## src/rtl/rv32_instr_enc.sv

```systemverilog
// rv32_instr_enc: two-stage RV32I instruction packer.
// Stage 1 latches a decoded request and its immediate-range verdict.
// Stage 2 latches the packed word and error flag and drives the outputs.
// Backpressure ripples combinationally from out_ready through both stages.
`ifndef XPR_LEN
`define XPR_LEN 32
`endif

module rv32_instr_enc #(
  parameter int CNT_W = 16
) (
  input  logic                clk,
  input  logic                rst,
  input  logic                in_valid,
  output logic                in_ready,
  input  logic [2:0]          in_fmt,
  input  logic [6:0]          in_opcode,
  input  logic [4:0]          in_rd,
  input  logic [4:0]          in_rs1,
  input  logic [4:0]          in_rs2,
  input  logic [2:0]          in_funct3,
  input  logic [6:0]          in_funct7,
  input  logic [`XPR_LEN-1:0] in_imm,
  output logic                out_valid,
  input  logic                out_ready,
  output logic [`XPR_LEN-1:0] out_instr,
  output logic                out_err,
  output logic [CNT_W-1:0]    enc_cnt,
  output logic [CNT_W-1:0]    err_cnt
);
  localparam int XL = `XPR_LEN;

  typedef enum logic [2:0] {
    FMT_R    = 3'd0,
    FMT_I    = 3'd1,
    FMT_S    = 3'd2,
    FMT_B    = 3'd3,
    FMT_U    = 3'd4,
    FMT_J    = 3'd5,
    FMT_CSRI = 3'd6,
    FMT_RSV  = 3'd7
  } fmt_e;

  logic          s1_v_q, s1_v_d, s2_v_q, s2_v_d;
  logic          s1_rdy, s2_rdy, fire;
  fmt_e          in_fmt_e, s1_fmt_q;
  logic [6:0]    s1_op_q, s1_f7_q;
  logic [4:0]    s1_rd_q, s1_rs1_q, s1_rs2_q;
  logic [2:0]    s1_f3_q;
  logic [XL-1:0] s1_imm_q;
  logic          s1_err_q, in_err;
  logic          fits12, fits13, fits21;
  logic [XL-1:0] pack_word, s2_instr_q;
  logic          s2_err_q;
  logic [CNT_W-1:0] enc_cnt_q, enc_cnt_d, err_cnt_q, err_cnt_d;

  assign s2_rdy    = !s2_v_q || out_ready;
  assign s1_rdy    = !s1_v_q || s2_rdy;
  assign in_ready  = s1_rdy;
  assign fire      = s2_v_q && out_ready;
  assign in_fmt_e  = fmt_e'(in_fmt);

  assign out_valid = s2_v_q;
  assign out_instr = s2_instr_q;
  assign out_err   = s2_err_q;
  assign enc_cnt   = enc_cnt_q;
  assign err_cnt   = err_cnt_q;

  // A value fits an N-bit signed field when all bits above N-1 copy the sign.
  assign fits12 = (&in_imm[XL-1:11]) || !(|in_imm[XL-1:11]);
  assign fits13 = (&in_imm[XL-1:12]) || !(|in_imm[XL-1:12]);
  assign fits21 = (&in_imm[XL-1:20]) || !(|in_imm[XL-1:20]);

  // Range check on the incoming immediate, captured with the request.
  always_comb begin
    in_err = 1'b0;
    case (in_fmt_e)
      FMT_R:          in_err = 1'b0;
      FMT_I, FMT_S:   in_err = !fits12;
      FMT_B:          in_err = !fits13 || in_imm[0];
      FMT_U:          in_err = |in_imm[11:0];
      FMT_J:          in_err = !fits21 || in_imm[0];
      FMT_CSRI:       in_err = |in_imm[XL-1:5];
      default:        in_err = 1'b1;
    endcase
  end

  // Stage valids advance whenever the stage ahead can take their contents.
  always_comb begin
    s1_v_d = s1_v_q;
    s2_v_d = s2_v_q;
    if (s1_rdy) s1_v_d = in_valid;
    if (s2_rdy) s2_v_d = s1_v_q;
  end

  // Stage 1: capture an accepted request.
  always_ff @(posedge clk or posedge rst) begin
    if (rst) begin
      s1_v_q   <= 1'b0;
      s1_fmt_q <= FMT_R;
      s1_op_q  <= '0;
      s1_f7_q  <= '0;
      s1_rd_q  <= '0;
      s1_rs1_q <= '0;
      s1_rs2_q <= '0;
      s1_f3_q  <= '0;
      s1_imm_q <= '0;
      s1_err_q <= 1'b0;
    end else begin
      s1_v_q <= s1_v_d;
      if (s1_rdy && in_valid) begin
        s1_fmt_q <= in_fmt_e;
        s1_op_q  <= in_opcode;
        s1_f7_q  <= in_funct7;
        s1_rd_q  <= in_rd;
        s1_rs1_q <= in_rs1;
        s1_rs2_q <= in_rs2;
        s1_f3_q  <= in_funct3;
        s1_imm_q <= in_imm;
        s1_err_q <= in_err;
      end
    end
  end

  // Scatter the immediate bits into their format-specific slots.
  always_comb begin
    pack_word = '0;
    case (s1_fmt_q)
      FMT_R:    pack_word = {s1_f7_q, s1_rs2_q, s1_rs1_q, s1_f3_q, s1_rd_q, s1_op_q};
      FMT_I:    pack_word = {s1_imm_q[11:0], s1_rs1_q, s1_f3_q, s1_rd_q, s1_op_q};
      FMT_S:    pack_word = {s1_imm_q[11:5], s1_rs2_q, s1_rs1_q, s1_f3_q,
                             s1_imm_q[4:0], s1_op_q};
      FMT_B:    pack_word = {s1_imm_q[12], s1_imm_q[10:5], s1_rs2_q, s1_rs1_q, s1_f3_q,
                             s1_imm_q[4:1], s1_imm_q[11], s1_op_q};
      FMT_U:    pack_word = {s1_imm_q[31:12], s1_rd_q, s1_op_q};
      FMT_J:    pack_word = {s1_imm_q[20], s1_imm_q[10:1], s1_imm_q[11],
                             s1_imm_q[19:12], s1_rd_q, s1_op_q};
      // The csr address travels in {funct7, rs2}; the uimm sits in the rs1 slot.
      FMT_CSRI: pack_word = {s1_f7_q, s1_rs2_q, s1_imm_q[4:0], s1_f3_q, s1_rd_q, s1_op_q};
      default:  pack_word = '0;
    endcase
  end

  // Stage 2: capture the packed word; it holds while the consumer stalls.
  always_ff @(posedge clk or posedge rst) begin
    if (rst) begin
      s2_v_q     <= 1'b0;
      s2_instr_q <= '0;
      s2_err_q   <= 1'b0;
    end else begin
      s2_v_q <= s2_v_d;
      if (s2_rdy && s1_v_q) begin
        s2_instr_q <= pack_word;
        s2_err_q   <= s1_err_q;
      end
    end
  end

  // Output statistics: encode count wraps, error count saturates.
  always_comb begin
    enc_cnt_d = enc_cnt_q;
    err_cnt_d = err_cnt_q;
    if (fire) begin
      enc_cnt_d = enc_cnt_q + CNT_W'(1);
      if (s2_err_q && (err_cnt_q != '1)) err_cnt_d = err_cnt_q + CNT_W'(1);
    end
  end

  // Counter registers.
  always_ff @(posedge clk or posedge rst) begin
    if (rst) begin
      enc_cnt_q <= '0;
      err_cnt_q <= '0;
    end else begin
      enc_cnt_q <= enc_cnt_d;
      err_cnt_q <= err_cnt_d;
    end
  end

endmodule

```

## config.mk

```make
export PLATFORM = sky130hd
export DESIGN_NAME = rv32_instr_enc
export DESIGN_NICKNAME = d
export VERILOG_FILES = /design/src/rtl/rv32_instr_enc.sv
export SDC_FILE = /design/constraint.sdc
export NUM_CORES = 1
export LEC_CHECK = 0
export ABC_AREA = 1
export ABC_CLOCK_PERIOD_IN_PS = 6250
export CAP_MARGIN = 30
export CORE_MARGIN = 1
export CORE_UTILIZATION = 51
export DETAILED_ROUTE_END_ITERATION = 8
export GPL_TIMING_DRIVEN = 0
export HOLD_SLACK_MARGIN = 0.15
export PLACE_DENSITY = 0.89
export SLEW_MARGIN = 30
export SYNTH_ARGS = -nofsm -noshare
export SYNTH_HDL_FRONTEND = slang
export SYNTH_SLANG_ARGS = --single-unit
```

## constraint.sdc

```tcl
create_clock -name clk -period 6.25 [get_ports clk]
set_input_delay 1.875 -clock clk [delete_from_list [all_inputs] [get_ports clk]]
set_output_delay 1.875 -clock clk [all_outputs]
set_load 0.01 [all_outputs]
```

==> flow_summary.json, run 1 <==
{
  "synth_mux_area_share_pct": 0,
  "yosys.cell_types.count": 38,
  "rr_worst_depth": 5,
  "grt_max_degree": 86,
  "power_mw": 3.15,
  "fin_nets": 1010,
  "grt-ovfl-total": 0,
  "place.gp.congestion": 0.907,
  "synth_nets": 853,
  "path_class": "in2out",
  "hold_class": "reg2reg",
  "initial_core_util_pct": 52.7,
  "synth-seq-cells": 135,
  "post_drt_via_cell_ratio": 5.33,
  "crit_start": "out_ready",
  "min_period_ps": 5040,
  "numPortBuffers": 137,
  "grt_pass1_wl_um": 28200,
  "clock_path_buffers": 2,
  "r2r_slack_ps": 4490,
  "synth_compound_area_share_pct": 8.92,
  "yosysTopAreaCell": "dfrtp_1",
  "synth_area_um2": 6360,
  "finalWorstSetupSlack_ps": 1210,
  "wire_per_inst_um": 15.4,
  "final_util_pct": 71.9,
  "finalSetupTns_ps": 0,
  "wl_um": 17200,
  "status": "finished, final reports clean",
  "cp-end-kind": "output pin",
  "antenna_left": 0,
  "synthSimpleGateAreaFrac_pct": 28.9,
  "setup.worst_path.end": "in_ready",
  "track_usage_pct": 28.2,
  "cts_root_buf": "clkbuf_16",
  "drt_iter0_markers": 528,
  "ys_seq_area_share_pct": 53.1,
  "synthXorXnorAreaFrac_pct": 3.44,
  "crit_path_max_fanout": 3,
  "first_pass_iters": 5,
  "max_cap_viol_count": 0,
  "avgSynthCellArea_um2": 8.15,
  "cts_tree": "yes",
  "finalCritPeriodShare_pct": 80.7,
  "power_density_nw_per_um2": 364,
  "synthAdderAreaFrac_pct": 0.394,
  "setup_viol": 0,
  "clock_sinks": 135,
  "vias": 5964,
  "fin_worst_skew_ps": 6.20,
  "antenna_found_initial": 0,
  "holdBufCountCts": 0,
  "dp.final_hpwl_um": 12300,
  "max_freq_mhz": 198,
  "crit_required_ps": 4380,
  "ios": 138,
  "leakage_nw": 4.21,
  "post_dp_cell_area_um2": 7970,
  "syn_to_final_growth_pct": 36.3,
  "tightest_slew_ps": 627,
  "synth.top_cell.area_share_pct": 53.1,
  "irDropWorstVdd_mv": 0.215,
  "cts_setup_buffers": 0,
  "fin_cells": 1118,
  "numCtsBuffers": 17,
  "finalHoldViolCount": 0,
  "num_antenna_cells": 0,
  "cts_max_level": 4,
  "clock_latency_ps": 410,
  "die_h_um": 114,
  "synth_top_family_by_area": "simple AND/OR/NAND/NOR gates",
  "cp.arrival_ps": 3170,
  "layout-drive-gt1-share_pct": 8.00,
  "dp.cells": 1086,
  "rsz0062_at_grt": "no",
  "cts.clk_slew.worst_paths_ps": 60,
  "reg2reg_to": "s1_op_q[2]",
  "timing.hold.ws_ps": 477,
  "grt_pass1_vias": 5835,
  "syn-instance-count": 780,
  "slew_headroom_pct": 58.2,
  "synth.area.top_cells": "dfrtp_1, nand2_1, nor2_1, o21ai_0, inv_1",
  "core_um2": 12100,
  "reg2reg_from": "out_valid",
  "die_width_um": 114,
  "die_area_um2": 12900,
  "fp-row-count": 40,
  "start_kind": "input pin",
  "slew_violations": 0,
  "fin_area_um2": 8670,
  "cts_resized": 0,
  "n_fill_cell": 883,
  "dp_worst_setup_slack_ps": 1220,
  "synth_warnings": 0,
  "post-route-drc-count": 0
}
area by class of cell:
type	count	area (um2)	area share (%)
buffer	24	114	1.31
tap	168	210	2.43
sequential	135	3380	39.0
timing repair buffer	138	1400	16.1
clock inverter	13	250	2.89
multi-input combinational	564	2650	30.6
clock buffer	19	443	5.11
inverter	57	224	2.58
worst min path at each step:
stage / startpoint / endpoint / cells past startpoint / slack, ps
global route: enc_cnt[15] / enc_cnt[15] / 1 / 500
global placement: enc_cnt[15] / enc_cnt[15] / 1 / 460
floorplan: s1_imm_q[21] / s1_imm_q[21] / 2 / 450
detailed placement: out_instr[12] / out_instr[12] / 2 / 470
CTS: out_instr[10] / out_instr[10] / 1 / 480
finish: enc_cnt[15] / enc_cnt[15] / 1 / 480
critical path: stages:
cell             delay, ps
clkdlybuf4s50_1        530
inv_1                   70
nand3_1                120
clkdlybuf4s50_1        580
where the power goes:
| part | total [mW] | internal (mW) | switching [mW] |
|---|---|---|---|
| clock network | 1.17 | 0.798 | 0.372 |
| registers | 1.20 | 1.05 | 0.145 |
| logic | 0.783 | 0.377 | 0.406 |
cell families after synthesis:
kind of cell,after synthesis
AOI/OAI and AO/OA,92
xor gates and xnor gates,25
adders and majority gates,2
buffers and inverters,81
DFF,135
and+or+nand+nor,445
cells in the mapped netlist (all sizes together):
master / number
a21o: 13
a21oi: 10
a221oi: 2
a22o: 2
a22oi: 5
a31oi: 9
a32o: 1
buf: 13
clkbuf: 11
dfrtp: 135
ha: 2
inv: 57
nand2: 328
nand2b: 1
nand3: 24
nand3b: 2
nand4: 12
nor2: 63
nor3: 13
nor4: 2
o21ai: 50
xnor2: 9
xor2: 16
cells in the final DEF (no fill, tap or decap), drive strengths merged:
cell	instances
nand4	12
a221oi	2
a31oi	9
nor4	2
xnor2	9
ha	2
a22oi	5
clkbuf	30
a32o	1
buf	14
clkdlybuf4s50	137
nand3b	2
clkinv	5
a21o	13
a21oi	10
inv	57
bufinv	7
xor2	16
o21ai	50
clkinvlp	1
nor2	63
nor3	13
nand3	24
a22o	2
nand2b	1
nand2	328
dfrtp	135
state kept, by name (all words and copies together), names as in the netlist:
register   flops
s1_f3_q        3
out_err        1
out_valid      1
err_cnt       16
s1_imm_q      32
enc_cnt       16
s1_v_q         1
s1_err_q       1
s1_fmt_q       3
s1_rs2_q       5
s1_f7_q        7
out_instr     32
s1_op_q        7
s1_rs1_q       5
s1_rd_q        5
routing by layer:
metal,part of all wire [%],wire length [um],track usage [%],vias to the layer above
met2,48,8260,47.0,291
met3,7.3,1270,5.31,58
met5,0,0,0,-
met4,3.7,629,14.0,0
met1,41,7080,35.3,2822
li1,-,-,-,2793
Note: power is estimated with default switching activity, not from simulation.
==> run 2: changes to the inputs <==
- ABC_CLOCK_PERIOD_IN_PS: 6250 -> 4300
- CORE_UTILIZATION: 51 -> 46
- PLACE_DENSITY: 0.89 -> 0.85
- clock period: 6.25 -> 4.3 ns (I/O delays scaled with it)
==> run 2 against run 1 <==
  * Global-route usage down 2.6 points
  * Final area up 0.51%
  * Sequential cell count unchanged
  * Clock-buffer cell count up 1
  * First-iteration DRC count down 6.3%
  * Core utilization down 6.6 points
  * Combinational power up 46%
  * Clock skew about the same
  * Final cell count up 0.98%
  * Highest routed layer unchanged
==> flow_summary.json, run 2 (synthesis results as in run 1) <==
{
  "finalHoldViolCount": 0,
  "worstHoldEndpoint": "out_instr[28]",
  "dp_worst_setup_slack_ps": 424,
  "slowest_delay_ps": 590,
  "finalWorstSetupSlack_ps": 406,
  "num_antenna_cells": 0,
  "numCtsBuffers": 17,
  "crit_required_ps": 3010,
  "start_kind": "input pin",
  "status": "finished, final reports clean",
  "max_freq_mhz": 257,
  "syn_to_final_growth_pct": 37.0,
  "path_class": "in2out",
  "slew_headroom_pct": 56.5,
  "rsz0062_at_grt": "no",
  "min_from": "out_instr[28]",
  "cp.arrival_ps": 2600,
  "cts_resized": 0,
  "min_period_ps": 3890,
  "wl_um": 16800,
  "final_cell_mix": "nand2_1, clkdlybuf4s50_1, dfrtp_1, nor2_1, inv_1",
  "dp.final_hpwl_um": 12600,
  "cts_tree": "yes",
  "die_h_um": 120,
  "rr_worst_depth": 5,
  "grt_pass1_wl_um": 27900,
  "antenna_left": 0,
  "fin_nets": 1013,
  "path_cells": "clkdlybuf4s50_1, inv_1, nand3_1, clkdlybuf4s50_1",
  "post_drt_via_cell_ratio": 5.18,
  "fin_worst_skew_ps": 6.21,
  "cts_max_level": 4,
  "reg2reg_from": "out_valid",
  "cts_root_buf": "clkbuf_16",
  "power_density_nw_per_um2": 521,
  "clock_path_buffers": 2,
  "first_pass_iters": 5,
  "timing.hold.ws_ps": 473,
  "cts_setup_buffers": 0,
  "die_width_um": 120,
  "whs_path_depth": 1,
  "initial_core_util_pct": 47.6,
  "fp-row-count": 42,
  "cts.clk_slew.worst_paths_ps": 50,
  "layout-drive-gt1-share_pct": 8.29,
  "cp-end-kind": "output pin",
  "antenna_found_initial": 0,
  "numPortBuffers": 137,
  "path_delay_family": "buffers and inverters",
  "irDropWorstVdd_mv": 0.315,
  "final_common_cell": "nand2_1",
  "track_usage_pct": 25.5,
  "cp_slowest_cell": "clkdlybuf4s50_1",
  "reg2reg_to": "s1_op_q[3]",
  "tightest_slew_ps": 646,
  "grt_max_degree": 32,
  "crit_path_max_fanout": 3,
  "power_mw": 4.54,
  "finalSetupTns_ps": 0,
  "die_area_um2": 14300,
  "clock_sinks": 135,
  "grt_pass1_vias": 5727,
  "setup_viol": 0,
  "wire_per_inst_um": 14.9,
  "cpMostUsedCell": "clkdlybuf4s50_1",
  "grt-ovfl-total": 0,
  "drt_iter0_markers": 495,
  "clock_latency_ps": 420,
  "r2r_slack_ps": 2530,
  "post-route-drc-count": 0,
  "vias": 5847,
  "finalCritPeriodShare_pct": 90.6,
  "max_cap_viol_count": 0,
  "leakage_nw": 4.21,
  "slew_violations": 0,
  "ios": 138,
  "hold_class": "reg2reg",
  "core_um2": 13300,
  "holdBufCountCts": 0,
  "critPathBufInv": 3,
  "place.gp.congestion": 0.921
}
run 2: cell types whose count changed in the layout (fill, tap and decap cells not counted):
cell	change
clkinv_4	-2
buf_12	+4
clkbuf_8	+1
bufinv_16	-1
clkinv_2	-1
clkinvlp_4	+3
inv_8	-1
inv_6	+1
buf_16	-1
run 2: how the worst max path moves through the flow:
stage	from	end	slack [ps]	cells past startpoint
global placement	rst	s1_rs1_q[3]	180	2
floorplan	rst	enc_cnt[0]	1330	1
global route	out_ready	in_ready	370	4
finish	out_ready	in_ready	410	4
detailed placement	out_ready	in_ready	420	4
CTS	out_ready	in_ready	420	4
run 2: through the flow:
step           utilization, %  cells  instance area [um2]
6_report                 65.3   1129                 8710
5_1_grt                  65.3   1129                 8710
4_1_cts                  65.3   1129                 8710
3_5_place_dp             60.2   1097                 8030
3_3_place_gp             59.6   1093                 7950
2_1_floorplan               -    780                 6360
run 2: cell type report:
| cell class | count | area [um2] |
|---|---|---|
| clock inverters | 12 | 221 |
| fillers | 1105 | 4640 |
| well taps | 176 | 220 |
| flip-flops and latches | 135 | 3380 |
| multi-input cells | 564 | 2650 |
| clock buffers | 20 | 457 |
| inverters | 57 | 220 |
| plain buffers | 24 | 114 |
| repair buffers | 141 | 1450 |
run 2: layer usage:
metal,vias up,GRT usage (%),part of all wire [%]
li1,2805,-,-
met1,2747,32.4,41
met2,262,42.4,49
met3,33,5.23,7.7
met4,0,10.7,2.1
met5,-,0,0
run 2: power breakdown:
part	internal, mW	total, mW	switching [mW]
Clock	1.12	1.66	0.546
Sequential	1.53	1.73	0.204
Combinational	0.553	1.14	0.585
run 2: worst register-to-register path: stages (launching register included):
cell      delay (ps)
dfrtp_1          420
nand3_1          180
nand2_1          220
inv_2            210
clkbuf_1         440
o21ai_0          160
